File: src/rtl/demux_sched_pkg.sv
// Shared constants and types for the 1:8 demux sequencing controller.
package demux_sched_pkg;
    localparam int N_LANES = 8;
    localparam int SEL_W   = 3;

    typedef enum logic {
        IDLE = 1'b0,
        HOLD = 1'b1
    } state_e;

    localparam logic MODE_DEST = 1'b0;
    localparam logic MODE_RR   = 1'b1;
endpackage

File: src/rtl/rr_next_lane.sv
// Rotating-priority search: first set bit of mask starting at ptr, wrapping 7->0.
module rr_next_lane
    import demux_sched_pkg::*;
(
    input  logic [SEL_W-1:0]   ptr,
    input  logic [N_LANES-1:0] mask,
    output logic [SEL_W-1:0]   lane,
    output logic               found
);

    logic [SEL_W-1:0] cand [N_LANES];

    generate
        for (genvar gi = 0; gi < N_LANES; gi++) begin : g_cand
            assign cand[gi] = ptr + SEL_W'(gi);
        end
    endgenerate

    // Scan from the farthest offset down so the nearest enabled lane wins.
    always_comb begin
        lane  = ptr;
        found = 1'b0;
        for (int i = N_LANES - 1; i >= 0; i--) begin
            if (mask[cand[i]]) begin
                lane  = cand[i];
                found = 1'b1;
            end
        end
    end

endmodule

File: src/rtl/demux_sched.sv
// Valid/ready sequencer steering each input word to one of 8 lanes through a
// one-entry holding register, with saturating sent/drop statistics.
module demux_sched
    import demux_sched_pkg::*;
#(
    parameter int DATA_W = 8,
    parameter int CNT_W  = 16
) (
    input  logic                clk,
    input  logic                rst_n,
    input  logic                in_valid,
    output logic                in_ready,
    input  logic [DATA_W-1:0]   in_data,
    input  logic [SEL_W-1:0]    in_dest,
    input  logic                rr_mode,
    input  logic [N_LANES-1:0]  lane_en,
    output logic [DATA_W-1:0]   out_data,
    output logic [N_LANES-1:0]  out_valid,
    input  logic [N_LANES-1:0]  out_ready,
    output logic [SEL_W-1:0]    sel,
    output logic                busy,
    output logic [CNT_W-1:0]    sent_cnt,
    output logic [7:0]          drop_cnt
);

    state_e              state_q, state_d;
    logic [SEL_W-1:0]    rr_ptr_q, rr_ptr_d;
    logic [SEL_W-1:0]    sel_q, sel_d;
    logic [DATA_W-1:0]   data_q, data_d;
    logic [CNT_W-1:0]    sent_q, sent_d;
    logic [7:0]          drop_q, drop_d;

    logic [SEL_W-1:0]    rr_lane;
    logic                rr_found;
    logic                drain;
    logic                legal;
    logic                accept;
    logic                dropped;
    logic [SEL_W-1:0]    target;

    rr_next_lane u_rr_next_lane (
        .ptr   (rr_ptr_q),
        .mask  (lane_en),
        .lane  (rr_lane),
        .found (rr_found)
    );

    assign drain    = (state_q == HOLD) && out_ready[sel_q];
    // Dest mode always takes the word: an unusable destination means a drop.
    assign legal    = (rr_mode == MODE_RR) ? rr_found : 1'b1;
    assign in_ready = ((state_q == IDLE) || drain) && legal;
    assign accept   = in_valid && in_ready;
    assign target   = (rr_mode == MODE_RR) ? rr_lane : in_dest;
    assign dropped  = accept && (rr_mode == MODE_DEST) && !lane_en[in_dest];

    always_comb begin
        state_d  = state_q;
        rr_ptr_d = rr_ptr_q;
        sel_d    = sel_q;
        data_d   = data_q;
        sent_d   = sent_q;
        drop_d   = drop_q;

        if (drain && (sent_q != '1)) begin
            sent_d = sent_q + 1'b1;
        end
        if (dropped && (drop_q != '1)) begin
            drop_d = drop_q + 1'b1;
        end

        if (accept && !dropped) begin
            state_d = HOLD;
            sel_d   = target;
            data_d  = in_data;
            if (rr_mode == MODE_RR) begin
                rr_ptr_d = target + 1'b1;
            end
        end else if (drain) begin
            state_d = IDLE;
        end
    end

    always_ff @(posedge clk or negedge rst_n) begin
        if (!rst_n) begin
            state_q  <= IDLE;
            rr_ptr_q <= '0;
            sel_q    <= '0;
            data_q   <= '0;
            sent_q   <= '0;
            drop_q   <= '0;
        end else begin
            state_q  <= state_d;
            rr_ptr_q <= rr_ptr_d;
            sel_q    <= sel_d;
            data_q   <= data_d;
            sent_q   <= sent_d;
            drop_q   <= drop_d;
        end
    end

    assign out_valid = (state_q == HOLD) ? (N_LANES'(1) << sel_q) : '0;
    assign out_data  = data_q;
    assign sel       = sel_q;
    assign busy      = (state_q == HOLD);
    assign sent_cnt  = sent_q;
    assign drop_cnt  = drop_q;

endmodule

File: config.mk
export PLATFORM = sky130hd
export DESIGN_NAME = demux_sched
export DESIGN_NICKNAME = d
export VERILOG_FILES = /design/src/rtl/demux_sched_pkg.sv /design/src/rtl/rr_next_lane.sv /design/src/rtl/demux_sched.sv
export SDC_FILE = /design/constraint.sdc
export NUM_CORES = 1
export LEC_CHECK = 0
export BUFFER_PORTS_ARGS = -buffer_cell sky130_fd_sc_hd__buf_4
export CAP_MARGIN = 10
export CORE_MARGIN = 2
export CORE_UTILIZATION = 50
export CTS_BUF_LIST = sky130_fd_sc_hd__clkbuf_8
export DETAILED_ROUTE_END_ITERATION = 10
export PLACE_DENSITY = 0.8
export SLEW_MARGIN = 20
export SYNTH_ARGS = -nofsm -noshare
export SYNTH_HDL_FRONTEND = slang
export SYNTH_SLANG_ARGS = --single-unit
File: constraint.sdc
create_clock -name clk -period 3.5 [get_ports clk]
set_input_delay 0.525 -clock clk [delete_from_list [all_inputs] [get_ports clk]]
set_output_delay 0.525 -clock clk [all_outputs]
set_load 0.03 [all_outputs]
==> reports/metrics.cfg <==
[die]
die_width_um=80.1
core.rowCount=27
die_height_um=80.1
start_util_pct=52.2
area_of_the_die_mm2=0.00641
io_pins=76
placeableCoreArea_mm2=0.00554

[pwr]
vdd_drop_max_mv=0.609
static-leakage-power_nw=1.66
cellPowerDensity_mw_per_mm2=957

[sta]
worst_clock_skew_ns=0.00873
final_min_period_over_clock_period_pct=94.8
fin_hold_ws_ns=0.184
worst_slew_margin_relative_to_its_limit_pct=64.2
worstMarginPinSlew_ns=0.530
finalSetupViolCount=0
final-hold-violation-count=0
period_minus_slack_ns=3.32
maximum_clock_frequency_mhz=301
setup_tns_ns=0
rsz0062_at_grt=false
timing.final.max_slew_violations=0

[routing]
drcViolationCount=0
final_antenna_net_count=0
wl_um=7400
drt_first_iter_violations=261
router_iterations_before_antenna_repair=4
via_count=2568
routed_via_density=6.01
routed_wire_length_per_instance_um=17.3

[placed_design]
place.detailed.hpwl_um=5630
routabilityCongestion=0.894
place.port_buffers=75
placement.cell_area_mm2=0.00351

[yosys]
synth_area_mm2=0.00289
synthFlopType=sky130_fd_sc_hd__dfrtp_1
async_set_reset_flop_share_out_of_synthesis_pct=100
synth.yosys.seq_area_share_pct=33.7
yosys_register_bits=39
syn_area_per_cell_um2=10.3
yosys.cell_types.count=49
synth_nets=316
synth-edff-count=0
yosys_synthesis_warning_count=0
instance_count_of_the_mapped_netlist=280

[global_routing]
grt_antenna_before_repair=0
number_of_global_route_vias_before_repair=2523
grt_pass1_wl_um=12000
grtUsageTotal_pct=24.0
overflow=0
grt_max_degree=40

[job]
max-cap-violations=0

[setup_path]
worstSetupPathType=reg2out
path_cells=inv_1 > ha_2 > mux4_2 > mux2i_2 > nand3_1 > o41ai_4 > inv_2 > buf_4
crit_arrival_ns=2.79
worst_path_largest_cell_delay_ns=0.43
critPathRequiredTime_ns=2.97
crit_slowest_cell=sky130_fd_sc_hd__ha_2
timing.critical_path.fanout_max=7
setup.worst_path.start_class=flip-flop
worstSetupEndpointType=primary output

[clocking]
htree_num_levels=2
cts_inserted_buffers=5
clk_path_buf_depth=2
cts_num_sinks=39
postCtsHoldBufs=0
cts_tree=built
root_buffer=sky130_fd_sc_hd__clkbuf_8
clk_pin_slew_ns=0.08
number_of_buffers_inserted_by_post_cts_setup_repair=0
post_cts.resized_instances=0
clock_insertion_delay_worst_skew_ns=0.30

[cells_and_area]
post_route_cells_drive_above_1_share_pct=38.6
stdcell_area_mm2=0.00362
insertedDiodeCount=0
finalCoreUtilization_pct=65.3
areaGrowthSynthToFinish_pct=25.1
finalNetCount=390

[status]
run_status=completed

[worst_hold_path]
worst_hold_path_type=in2async

==> layout by cell type (no fill, tap or decap), drive strengths merged, types with 11 or more instances in the layout <==
master   n
buf     80
dfrtp   39
inv     12
mux2    20
mux2i   11
mux4    17
nand2   35
nand3   15
nor2    17
xnor2   18
==> metrics by stage <==
step | instances | power [mW] | setup slack (ns)
3_5_place_dp | 419 | 3.10 | 0.333
2_1_floorplan | 280 | 2.48 | 0.219
6_report | 427 | 3.46 | 0.181
3_3_place_gp | 419 | 3.04 | 0.424
5_1_grt | 427 | 3.67 | 0.0449
4_1_cts | 427 | 3.41 | 0.0258
==> area by class of cell <==
type / count / area (um2)
Clock inverter: 3 / 20.0
Clock buffer: 5 / 68.8
Timing Repair Buffer: 80 / 604
Multi-Input combinational cell: 216 / 1820
Tap cell: 72 / 90.1
Inverter: 12 / 45.0
Fill cell: 449 / 1920
Sequential cell: 39 / 976
==> kinds of logic (layout without fill, tap and decap cells) <==
kind of cell,after synthesis,in the layout,share of synthesized area [%]
fa+ha+maj,5,5,2.16
buf+inv,25,100,4.20
xor+xnor,26,26,7.87
simple gates,98,98,16.5
compound gates,39,39,9.65
mux,48,48,25.9
flops,39,39,33.7
==> synth_stat cells (all sizes together), types with 4 or more instances <==
cell     n  area, um2
a21oi   10       50.1
buf      4       41.3
clkbuf   9       35.0
dfrtp   39        976
ha       5       62.6
inv     12       45.0
mux2    20        251
mux2i   11        114
mux4    17        383
nand2   35        131
nand2b   4       25.0
nand3   15       85.1
nand4    6       37.5
nor2    17       66.3
nor2b    4       25.0
nor3     8       40.0
o21ai    8       40.0
xnor2   18        158
xor2     8       70.1
==> registers in the layout, summed over array words and instances (netlist names) <==
| name | flops |
|---|---|
| busy | 1 |
| rr_ptr_q | 3 |
| sel | 3 |
| out_data | 8 |
| drop_cnt | 8 |
| sent_cnt | 16 |
==> worst paths after layout <==
path	from	endpoint	slack, ns	cells after the start
worst max-delay path	rr_ptr_q[0]	in_ready	0.18	8
worst min-delay path	rst_n	sent_cnt[4]	0.18	1
max in group asynchronous	rst_n	out_data[1]	2.97	1
worst min register to register	sent_cnt[11]	sent_cnt[11]	0.50	1
worst max register to register	rr_ptr_q[0]	rr_ptr_q[2]	0.38	13
min in group clk	in_data[0]	out_data[0]	0.46	2
==> layer usage <==
layer,up-vias,global-route usage (%),share of wire [%]
li1,1175,-,-
met1,1249,30.1,40
met2,126,40.4,49
met3,18,5.06,8.9
met4,0,9.32,2.3
met5,-,0,0
==> where the power goes <==
part	total (mW)	switching (mW)	internal, mW	leakage [nW]
Clock	0.301	0.162	0.138	0.0402
Sequential	0.790	0.188	0.603	0.488
Combinational	2.37	1.34	1.03	1.13
==> critical path, delay by kind of cell (launching register included) <==
kind	cells	cell delay (ns)
AO/OA/AOI/OAI	1	0.42
adder cells (fa/ha/maj)	1	0.43
buffers and inverters	3	0.38
flip-flops	1	0.37
multiplexers	2	0.72
AND/OR/NAND/NOR	1	0.17
Note: power is estimated with default switching activity, not from simulation.
